[src/rtl/spi_frame_sender.sv]
// SPI mode-0 frame sender: latches a right-aligned frame of i_len bits and shifts it
// out MSB-first on csb/sclk/mosi with an sclk half-period of CLK_DIV clock cycles.
module spi_frame_sender #(
  parameter int DATA_W  = 80,
  parameter int LEN_W   = 7,
  parameter int CLK_DIV = 2
) (
  input  logic              i_clk,
  input  logic              i_reset_n,
  input  logic              i_start,
  input  logic [DATA_W-1:0] i_data,
  input  logic [LEN_W-1:0]  i_len,
  output logic              o_busy,
  output logic              o_done,
  output logic              o_csb,
  output logic              o_sclk,
  output logic              o_mosi,
  output logic [2:0]        o_state
);

  localparam int DIV_W = (CLK_DIV > 1) ? $clog2(CLK_DIV) : 1;
  localparam logic [DIV_W-1:0] DIV_LAST = DIV_W'(CLK_DIV - 1);
  localparam logic [LEN_W-1:0] MAX_LEN  = LEN_W'(DATA_W);

  typedef enum logic [2:0] {
    IDLE   = 3'd0,
    SETUP  = 3'd1,
    SCK_HI = 3'd2,
    SCK_LO = 3'd3,
    GAP    = 3'd4
  } state_t;

  state_t            state_q, state_d;
  logic [DIV_W-1:0]  div_q, div_d;
  logic [LEN_W-1:0]  bits_q, bits_d;
  logic [DATA_W-1:0] shreg_q, shreg_d;
  logic              busy_q, busy_d;
  logic              done_q, done_d;
  logic              csb_q, csb_d;
  logic              sclk_q, sclk_d;
  logic              mosi_q, mosi_d;

  logic              len_ok;
  logic              phase_end;
  logic [DATA_W-1:0] aligned;

  // Handshake: i_start is a one-cycle request honoured only in IDLE (including the
  // o_done cycle); every accepted request, null or not, ends with one o_done pulse.
  assign len_ok    = (i_len != '0) && (i_len <= MAX_LEN);
  assign aligned   = i_data << (MAX_LEN - i_len);
  assign phase_end = (div_q == DIV_LAST);

  always_ff @(posedge i_clk or negedge i_reset_n) begin
    if (!i_reset_n) begin
      state_q <= IDLE;
      div_q   <= '0;
      bits_q  <= '0;
      shreg_q <= '0;
      busy_q  <= 1'b0;
      done_q  <= 1'b0;
      csb_q   <= 1'b1;
      sclk_q  <= 1'b0;
      mosi_q  <= 1'b0;
    end else begin
      state_q <= state_d;
      div_q   <= div_d;
      bits_q  <= bits_d;
      shreg_q <= shreg_d;
      busy_q  <= busy_d;
      done_q  <= done_d;
      csb_q   <= csb_d;
      sclk_q  <= sclk_d;
      mosi_q  <= mosi_d;
    end
  end

  always_comb begin
    state_d = state_q;
    div_d   = div_q;
    bits_d  = bits_q;
    shreg_d = shreg_q;
    busy_d  = busy_q;
    done_d  = 1'b0;
    csb_d   = csb_q;
    sclk_d  = sclk_q;
    mosi_d  = mosi_q;

    if (state_q != IDLE) begin
      div_d = phase_end ? '0 : div_q + 1'b1;
    end

    case (state_q)
      IDLE: begin
        div_d = '0;
        if (i_start) begin
          if (len_ok) begin
            state_d = SETUP;
            shreg_d = aligned;
            bits_d  = i_len;
            busy_d  = 1'b1;
            csb_d   = 1'b0;
            sclk_d  = 1'b0;
            mosi_d  = aligned[DATA_W-1];
          end else begin
            done_d = 1'b1;
          end
        end
      end
      SETUP: begin
        if (phase_end) begin
          state_d = SCK_HI;
          sclk_d  = 1'b1;
        end
      end
      SCK_HI: begin
        // bits_q counts bits not yet fully sent, including the one on mosi now.
        if (phase_end) begin
          state_d = SCK_LO;
          sclk_d  = 1'b0;
          shreg_d = shreg_q << 1;
          bits_d  = bits_q - 1'b1;
          mosi_d  = (bits_q != LEN_W'(1)) ? shreg_q[DATA_W-2] : 1'b0;
        end
      end
      SCK_LO: begin
        if (phase_end) begin
          if (bits_q != '0) begin
            state_d = SCK_HI;
            sclk_d  = 1'b1;
          end else begin
            state_d = GAP;
            csb_d   = 1'b1;
            mosi_d  = 1'b0;
          end
        end
      end
      GAP: begin
        if (phase_end) begin
          state_d = IDLE;
          busy_d  = 1'b0;
          done_d  = 1'b1;
        end
      end
      default: begin
        state_d = IDLE;
        busy_d  = 1'b0;
        csb_d   = 1'b1;
        sclk_d  = 1'b0;
        mosi_d  = 1'b0;
      end
    endcase
  end

  assign o_busy  = busy_q;
  assign o_done  = done_q;
  assign o_csb   = csb_q;
  assign o_sclk  = sclk_q;
  assign o_mosi  = mosi_q;
  assign o_state = state_q;

endmodule

[config.mk]
export PLATFORM = sky130hd
export DESIGN_NAME = spi_frame_sender
export DESIGN_NICKNAME = d
export VERILOG_FILES = /design/src/rtl/spi_frame_sender.sv
export SDC_FILE = /design/constraint.sdc
export NUM_CORES = 1
export LEC_CHECK = 0
export CORE_ASPECT_RATIO = 1.5
export CORE_MARGIN = 5
export CORE_UTILIZATION = 50
export CTS_BUF_LIST = sky130_fd_sc_hd__clkbuf_8
export CTS_CLUSTER_DIAMETER = 150
export DETAILED_ROUTE_END_ITERATION = 10
export MAX_ROUTING_LAYER = met4
export PLACE_DENSITY = 0.71
export SYNTH_ARGS = -nofsm -noshare
export SYNTH_HDL_FRONTEND = slang
export SYNTH_SLANG_ARGS = --single-unit
[constraint.sdc]
create_clock -name i_clk -period 2.85 [get_ports i_clk]
set_input_delay 0.57 -clock i_clk [delete_from_list [all_inputs] [get_ports i_clk]]
set_output_delay 0.57 -clock i_clk [all_outputs]
set_load 0.05 [all_outputs]
---- After elaboration in Yosys (flattened, before gate mapping) ----
Index checks and enable logic that the tools add are counted.
operators by class
  add/sub/neg operators ................... 3
  magnitude comparators ................... 1
  equality and inequality tests ........... 13
  shift-type cells ........................ 1
  muxes and demuxes ....................... 43
  bitwise operators ....................... 4
  reductions and logical operators ........ 16
operator list
  operator                                                number
  two-way mux 79 bit                                      3
  case mux 79 bit (2 select lines)                        1
  << shifter 80 x 7 -> 80 bit                             1
  two-way mux 1 bit                                       22
  two-way mux 3 bit                                       7
  two-way mux 7 bit                                       3
  inequality test 2 bit (second input constant)           8
  case mux 3 bit (5 select lines)                         1
  case mux 7 bit (2 select lines)                         1
  nonzero test 7 bit                                      2
  AND reduction 6 bit                                     2
  AND reduction 4 bit                                     2
  <= comparator 7 bit (second input constant)             1
  inequality test 7 x 1 -> 1 bit (second input constant)  1
  AND reduction 7 bit                                     1
  subtractor 7 x 1 -> 7 bit (second input constant)       1
  subtractor 7 bit (first input constant)                 1
  equality test 3 x 2 -> 1 bit (second input constant)    2
  case mux 1 bit (3 select lines)                         2
  OR reduction 3 bit                                      2
  case mux 1 bit (5 select lines)                         1
  AND reduction 5 bit                                     1
  NOT 1 bit                                               4
  case mux 1 bit (4 select lines)                         1
  other kinds (9)                                         10
word-level totals
  register bits ........................... 95
  output and inout port bits .............. 8
  word-level logic and storage cells ...... 90

---- Longest topological paths before layout ----
Gate-level depths: netlist of the first run.
  depth after elaboration ................. 5
  depth in mapped cells ................... 17
  depth with buffers taken out ............ 8

---- Least setup slack after synthesis of the first run ----
OpenSTA, ideal clock, no wires.
  path type ............................... input to register
  start point ............................. input port i_len[0]
  end point ............................... register shreg_q[41]
  data arrival time ....................... 3797 ps
  setup slack ............................. -1077 ps
  stages .................................. 15
  path buffers ............................ 8
  cells stage by stage .................... buf_6 -> buf_8 -> buf_6 -> inv_4 -> buf_4 -> buf_2 -> ha_1 -> buf_4 -> buf_4 -> buf_2 -> mux4_2 -> mux4_1 -> mux2_2 -> a222oi_1 -> o21ai_1
on the way
  cells in the longest elaborated chain, start to end .. 5
  elaborated cells on any way between the ends .. 10
  those cells by class .................... add/sub (1); order compare (1); eq/ne (1); shift (1); mux (3); reduce/logical (3)
RTL lines
  item                              RTL line  text
  from (decl)                       12        input logic [LEN_W-1:0] i_len,
  subtractor 7 bit                  50        assign aligned = i_data << (MAX_LEN - i_len);
  << shifter 80 x 7 -> 80 bit       50
  two-way mux 79 bit                96        if (len_ok) begin
  two-way mux 79 bit                95        if (i_start) begin
  case mux 79 bit (2 select lines)  92        case (state_q)
  to (signal assigned)              68        shreg_q <= shreg_d;
  to (decl)                         36        logic [DATA_W-1:0] shreg_q, shreg_d;
Parallel ways exist; a longest one is shown, timed or not. The select of a mux whose other input is x is not followed.
A chain may end at the register's enable or synchronous reset.

---- Worst setup path in the final report of the first run ----
Ends and elaborated chain as after synthesis.

==> results of run 1 <==
cell type report:
type,count,area (µm²),share of cell area [%]
clock buffer,9,123.9,0.7738
multi-input combinational,971,8589,53.66
sequential,95,2379,14.86
clock inverter,7,80.08,0.5002
timing repair buffer,505,4429,27.67
tap,276,345.3,2.157
inverter,13,61.31,0.3830
kinds of logic (layout without fill, tap and decap cells):
| kind of cell | Yosys count | in the layout |
|---|---|---|
| xor+xnor | 9 | 9 |
| mux | 271 | 271 |
| simple gates | 343 | 343 |
| buf+inv | 130 | 534 |
| compound gates | 344 | 344 |
| flops | 95 | 95 |
| fa+ha+maj | 4 | 4 |
routing by layer:
layer  up-vias  part of all wire (%)  global-route usage, %
met5         -                     0                      -
met4         0                   9.4                  27.09
met3       276                   7.5                  5.691
met2       775                    47                  62.55
met1      6237                    36                  46.72
li1       5540                     -                      -
stage by stage:
| step | setup TNS (ps) | instances | worst slack, ps | hold slack (ps) |
|---|---|---|---|---|
| 2_1_floorplan | -36790 | 1196 | -711.5 | 274.4 |
| 3_3_place_gp | -44360 | 1820 | -858.3 | 466.5 |
| 3_5_place_dp | -47530 | 1820 | -872.5 | 471.4 |
| 4_1_cts | 0 | 1857 | 9.732 | 149.5 |
| 5_1_grt | -8.447 | 1876 | -6.964 | 171.3 |
| 6_report | 0 | 1876 | 5.497 | 145.3 |
synth_stat cells, drive strengths merged, types with 6 or more instances:
cell,number
nor2,132
a221oi,32
a32oi,6
mux2,74
inv,13
a31oi,28
mux2i,104
a311oi,6
and3,7
o221ai,12
a21boi,7
o31ai,6
a21o,6
clkbuf,39
nand4,11
buf,78
o21ai,62
o22ai,20
mux4,93
o211ai,27
nor3,20
o22a,6
dfrtp,94
nand2,103
nand2b,6
nand3,33
a2bb2oi,7
a21oi,54
power by group through the flow:
stage | combinational, W | sequential (W) | clock, W
finish | 0.00683 | 0.00240 | 0.000934
global route | 0.00724 | 0.00246 | 0.000992
CTS | 0.00657 | 0.00238 | 0.000938
detailed placement | 0.00645 | 0.00241 | 0
global placement | 0.00635 | 0.00239 | 0
floorplan | 0.00390 | 0.00241 | 0
worst max-delay path: stages:
cell and delay [ps]:
sky130_fd_sc_hd__buf_12 90, sky130_fd_sc_hd__inv_12 30, sky130_fd_sc_hd__ha_4 310, sky130_fd_sc_hd__buf_8 140, sky130_fd_sc_hd__buf_6 100, sky130_fd_sc_hd__mux2_4 320, sky130_fd_sc_hd__mux2_4 270, sky130_fd_sc_hd__mux4_2 450
sky130_fd_sc_hd__mux2_4 320, sky130_fd_sc_hd__a222oi_1 390, sky130_fd_sc_hd__o21ai_1 120
worst paths after layout:
kind | cells after the start | startpoint | end | slack [ps]
worst max-delay path | 11 | i_len[0] | shreg_q[41] | 5
worst min-delay path | 1 | i_reset_n | o_done | 150
worst max register to register | 7 | o_state[1] | shreg_q[62] | 350
worst min register to register | 2 | shreg_q[4] | shreg_q[4] | 500
max in group asynchronous | 2 | i_reset_n | shreg_q[70] | 1990
min in group i_clk | 2 | shreg_q[4] | shreg_q[4] | 500
flip-flops by register name, summed over array words and instances (netlist names):
| name | count |
|---|---|
| o_mosi | 1 |
| o_csb | 1 |
| bits_q | 7 |
| o_busy | 1 |
| o_sclk | 1 |
| o_done | 1 |
| div_q | 1 |
| o_state | 3 |
| shreg_q | 79 |
timing repair:
item | 4_1_cts | 5_1_grt
pin swaps | 9 | 9
setup buffers | 20 | 17
endpoints found under the setup margin | 70 | 40
cloned | 1 | 2
hold buffers | 0 | 0
resized for setup | 33 | 20
==> reports/results.txt, run 1 <==
The leftover overflow at the end of global routing is 0, and the combinational cell fraction of total power is 67.2%. Compared with the post-synthesis result, the final layout area differs by 42.68%. The power per unit of standard cell area is 634.7 nW/µm².

For the sequential fraction of design power, the log shows 23.6%. Once layout is done, the placed cells without fillers occupy 16010 µm². The mapped netlist covers 11220 µm². At the worst endpoint, the arrival time is 3100 ps. The count of pins on the block boundary came out at 98. The most common cell after layout, fill and taps aside was sky130_fd_sc_hd__buf_4.

The internal portion of the total power is 0.005507 W. Of the synthesized area, sequential elements account for 21.20%. Counting flops with a built-in enable in the synthesized netlist gives 0. Fill cells in the final layout number 1733. The number of I/O port buffers was 97. In this run the cell area measured after placement is 15240 µm². The first global-routing pass estimated 76.87 mm of wire.

The tools report the first-pass detailed-route iteration total as 6. The run finished with clean final reports. The synthesized area divided by synthesized cell count is 9.381 µm².

The clock tree synthesis step divided the H-tree into 3 levels. The clock period could shrink to 2845 ps. The tools report the diode insertion count for antenna repair as 0. By area the synthesized netlist is led by sky130_fd_sc_hd__dfrtp_1 (21%), sky130_fd_sc_hd__mux4_2 (18%), sky130_fd_sc_hd__mux2i_1 (9.3%), sky130_fd_sc_hd__mux2_2 (7.4%), sky130_fd_sc_hd__nor2_1 (4.3%).

The simple-gate share of the synthesized area works out to 13.87%. The tools report the number of global-route vias before repair as 12752. Setup violations remaining at the end of the flow were counted as 0. After clock tree synthesis, the clock-pin slew on the worst setup and hold paths is 100 ps. The number of nets produced by synthesis was 1290; the xor and xnor area share after synthesis was 0.7695%. The standard cell core area is 22220 µm². The die covers 25600 µm².

The share of post-route cells with drive strength above 1 is 41.56%, and the area share of the largest cell type after synthesis is 20.97%. Counting every instance in the synthesized netlist gives 1196. The floorplan step set the die width to 132.3 µm.

Across the routed clock network, the largest skew measured is 10.43 ps. Among all flip-flop cells after synthesis, the most frequent one is sky130_fd_sc_hd__dfrtp_1. Number of DRC markers in iteration 0: 1607.

The tools report the buffer depth of the longest clock path as 2. The main combinational cell family by area after synthesis was multiplexers. In the routed design, unresolved DRC markers number 0. Entering global routing, the biggest net connects 70 pins. Nature of the critical path endpoint: a register. STA classifies the critical path startpoint as an input pin. The tools report the final hold violation count as 0. After legalization and detailed placement, the total HPWL measured 40.47 mm. For the worst-skew pair, the clock arrives at the later sink with an insertion delay of 370 ps. The worst IR drop on VDD is 0.3817 mV, and the global placer's final weighted congestion is 1.116. The worst min-delay path class is in -> async.

The average wire per standard cell was 27.37 µm; the sink count of the clock tree was 95. The number of buffers inserted during clock tree synthesis is 9, and the post-layout net count is 1689. The number of flip-flops and latches in the synthesized netlist was 95. Across all layers, the routed design uses 12828 vias. Max-cap violations in this run came to 0.

The remaining number of nets flagged by the antenna check after routing was 0. Summed over all instances, the cell type with the most area after synthesis is sky130_fd_sc_hd__dfrtp_1. CTS placed an instance of sky130_fd_sc_hd__clkbuf_8 at the clock tree root. In the synthesized netlist the async set-or-reset flop fraction comes to 100.0%. The measured slew at the worst slew-check pin is 914.4 ps, and the effective utilization at floorplan is 50.50%. The clock network burns 9.2% of the power.

The run gives 39.67% as the overall fraction of global-route tracks in use. Net switching is 45.79% of the power. The synthesized netlist contains 85 unique library cells. The kind of critical path was in -> reg. Timing would allow up to 351.6 MHz. Cell leakage power: 6.726 nW.

After detailed routing, the number of vias per cell comes to 6.838. Leaving out fill and tap cells, the most frequent cells in the layout are sky130_fd_sc_hd__buf_4 (373), sky130_fd_sc_hd__nor2_1 (127), sky130_fd_sc_hd__nand2_1 (101). TritonCTS built the clock tree. The floorplan has 67 rows. The part of the cycle the worst path needs was 99.81%. The tools report the synthesis warning total as 0. Summed over all layers, the routed wires come to 51.35 mm.

The post-synthesis compound-gate area fraction came out at 21.99%. The adder-cell share of the synthesized area was 0.4461%; the post-synthesis mux area share was 35.41%. At the end of the flow the core is filled with cells to 72.06%. The switching power total was 0.004653 W. For the worst setup path, the data required time is 3110 ps. The largest fanout on the critical path was 6; the worst slew margin relative to its limit was 38.94%. The initial antenna violation count is 0, and the total power after layout is 0.01016 W. Measured along the y axis, the die boundary spans 193.5 µm.

For the total count of max-transition violations in the final report, the log shows 0.
No activity file was read; power rests on OpenSTA's default activity.
==> run 2, diff against run 1 <==
- clock period: 2.85 -> 2.91 ns (I/O delays scaled with it)
==> run 2 against run 1 <==
Effect of this change:
- total power decreased by 3.4%
- clock-buffer cell count unchanged
- register-to-register slack improved by 90 ps
- hold slack got worse by 40 ps
- setup slack improved by 42 ps
- sequential power decreased by 2%
- die area unchanged
- clock skew increased by 6.5 ps
==> reports/results.txt, run 2 (synthesized netlist as in run 1, its figures left out) <==
Counting every sink on the clock net gives 95. The data arrival time of the worst path came out at 3180 ps. The first detailed-routing pass took 6 iterations. The largest fanout on the critical path works out to 10. The chip height is 193.5 µm, and the overall fraction of global-route tracks in use is 38.93%.

TritonCTS built the clock tree. Nature of the critical path endpoint: a register. The total area inside the core boundary comes to 22220 µm².

The die extent in x came out at 132.3 µm. The flow ran to the end, and the final reports show no timing, DRC or antenna violations. The count of nets left with antenna violations once routing finished came out at 0. The top register by number of flip-flops was shreg_q.

Count of buffer and inverter cells on the critical path: 4. The worst setup path is launched from an input pin. The part of the cycle the worst path needs was 98.37%; the clock latency on the worst-skew pair was 380 ps. The run gives 0 as the leftover overflow at the end of global routing. Max-cap violations in this run came to 0. For this run, the post-layout net count is 1665. The number of I/O port buffers is 97, and the largest stage delay on the critical path is 570 ps.

Global placer's final weighted congestion: 1.074. The initialized floorplan defines 67 standard-cell rows. Kind of critical path: in -> reg. Number of global-route vias before repair: 12529.

The effective utilization at floorplan is 50.50%, and the cell leakage power is 6.635 nW. The count of pins on the block boundary is 98. Setup slack closes at 47.36 ps.

After clock tree synthesis, the clock-pin slew on the worst setup and hold paths is 110 ps. Setup repair after global routing could not meet its margin everywhere. The deepest level of the CTS H-tree is 3, and the average wire per standard cell is 27.11 µm.

Grouping stages by cell kind, the critical path spends the most delay in multiplexers. For the pin with the worst max-slew slack, the measured transition is 1030 ps. The first-pass GRT wire length was 75.60 mm.

For the achievable frequency, the log shows 349.3 MHz. For this run, design rule violations remaining after detail routing come to 0. Using the TritonRoute via totals, the vias-per-cell ratio works out to 6.848. In the final layout, the share of cells above drive strength 1 is 41.24%. Post-DP HPWL: 40.32 mm. The initial antenna violation count is 0, and the worst slew margin relative to its limit is 30.62%. The buffer depth of the longest clock path is 2, and the post-cts hold buffer count is 0. At the worst endpoint, the required time is 3230 ps. The total count of max-transition violations in the final report came out at 0. The path class of the tightest hold or removal check is in -> async.

0 antenna diodes ended up in the layout. The tools report the die area as 25600 µm². The final-layout setup total negative slack came out at 0 ps. Cells fill 71.52% of the core in the end.

Across the VDD grid, the largest voltage drop is 0.3946 mV. The synthesis-to-layout area growth is 41.61%. In the layout the commonest cells are sky130_fd_sc_hd__buf_4 (343), sky130_fd_sc_hd__nor2_1 (127), sky130_fd_sc_hd__nand2_1 (97). The critical path goes through clkdlybuf4s50_1, buf_6, xor2_4, buf_12, buf_12, mux4_2, mux4_2, o22a_1, o21ai_0.

The standard cell with the maximum stage delay on the critical path is sky130_fd_sc_hd__mux4_2. The library cell used most frequently in the layout, excluding fill and tap cells, is sky130_fd_sc_hd__buf_4. The logs give 50.20 mm for the routed wire length and 9 for the number of buffers inserted during clock tree synthesis. Clock skew on the completed layout was measured at 16.94 ps. Entering global routing, the biggest net connects 70 pins.

The register with the most flip-flops in the layout has 79 of them. The tree is rooted in a sky130_fd_sc_hd__clkbuf_8. After layout, the minimum clock period comes to 2863 ps. The run gives 0 as the final hold violation count. Timing analysis after detailed placement gives a worst setup slack of -868.8 ps. For this design the ratio of total power to cell area is 617.9 nW/µm². The detailed router placed 12682 vias in this run. For the number of setup violations in the final report, the log shows 0.

The first routing iteration left 1561 violations.
## run 2: path summary, 6_finish.rpt
path / from / end / slack [ps] / depth (start not counted)
max: i_len[2] / o_mosi / 50 / 9
min: i_reset_n / bits_q[2] / 100 / 1
max reg2reg: o_state[0] / shreg_q[49] / 440 / 6
min reg2reg: shreg_q[27] / shreg_q[27] / 500 / 2
max in group asynchronous: i_reset_n / shreg_q[12] / 2180 / 2
min in group i_clk: shreg_q[27] / shreg_q[27] / 500 / 2
## run 2: worst register-to-register path, cell delays in order (launching register included)
cell and delay (ps):
sky130_fd_sc_hd__dfrtp_1 510, sky130_fd_sc_hd__or3b_2 530, sky130_fd_sc_hd__o211a_1 230, sky130_fd_sc_hd__o21ai_1 420
sky130_fd_sc_hd__nor2_4 140, sky130_fd_sc_hd__a22o_1 210, sky130_fd_sc_hd__o32a_1 330
## run 2: area by class of cell
cell class	instances	area (µm²)
Multi-Input combinational cell	971	8571
Inverter	13	61.31
Clock inverter	7	96.34
Sequential cell	95	2379
Fill cell	1707	6327
Timing Repair Buffer	481	4312
Tap cell	276	345.3
Clock buffer	9	123.9
## run 2: power by group
part	internal (W)	switching, W
clock network	0.000485	0.000495
registers	0.00195	0.000408
logic	0.00292	0.00356
## run 2: per-stage QoR
step / cell area, µm² / hold slack, ps / cells / total power (W)
3_5_place_dp: 15250 / 478.3 / 1815 / 0.008551
2_1_floorplan: 11800 / 286.4 / 1196 / 0.006176
4_1_cts: 15600 / 114.9 / 1837 / 0.009584
5_1_grt: 15890 / 126.9 / 1852 / 0.01035
3_3_place_gp: 15250 / 469.4 / 1815 / 0.008428
6_report: 15890 / 105.0 / 1852 / 0.009817
## run 2: what timing repair did
action | CTS | global route
endpoints found under the setup margin | 68 | 48
gates resized for setup | 13 | 34
gates cloned | 1 | 1
setup buffers | 5 | 14
pin swaps | 8 | 6
## run 2: per-layer routing
layer	part of all wire [%]	global-route usage, %
met1	36	45.32
met2	47	62.12
met3	7.1	5.198
met4	9.7	26.83
met5	0	-
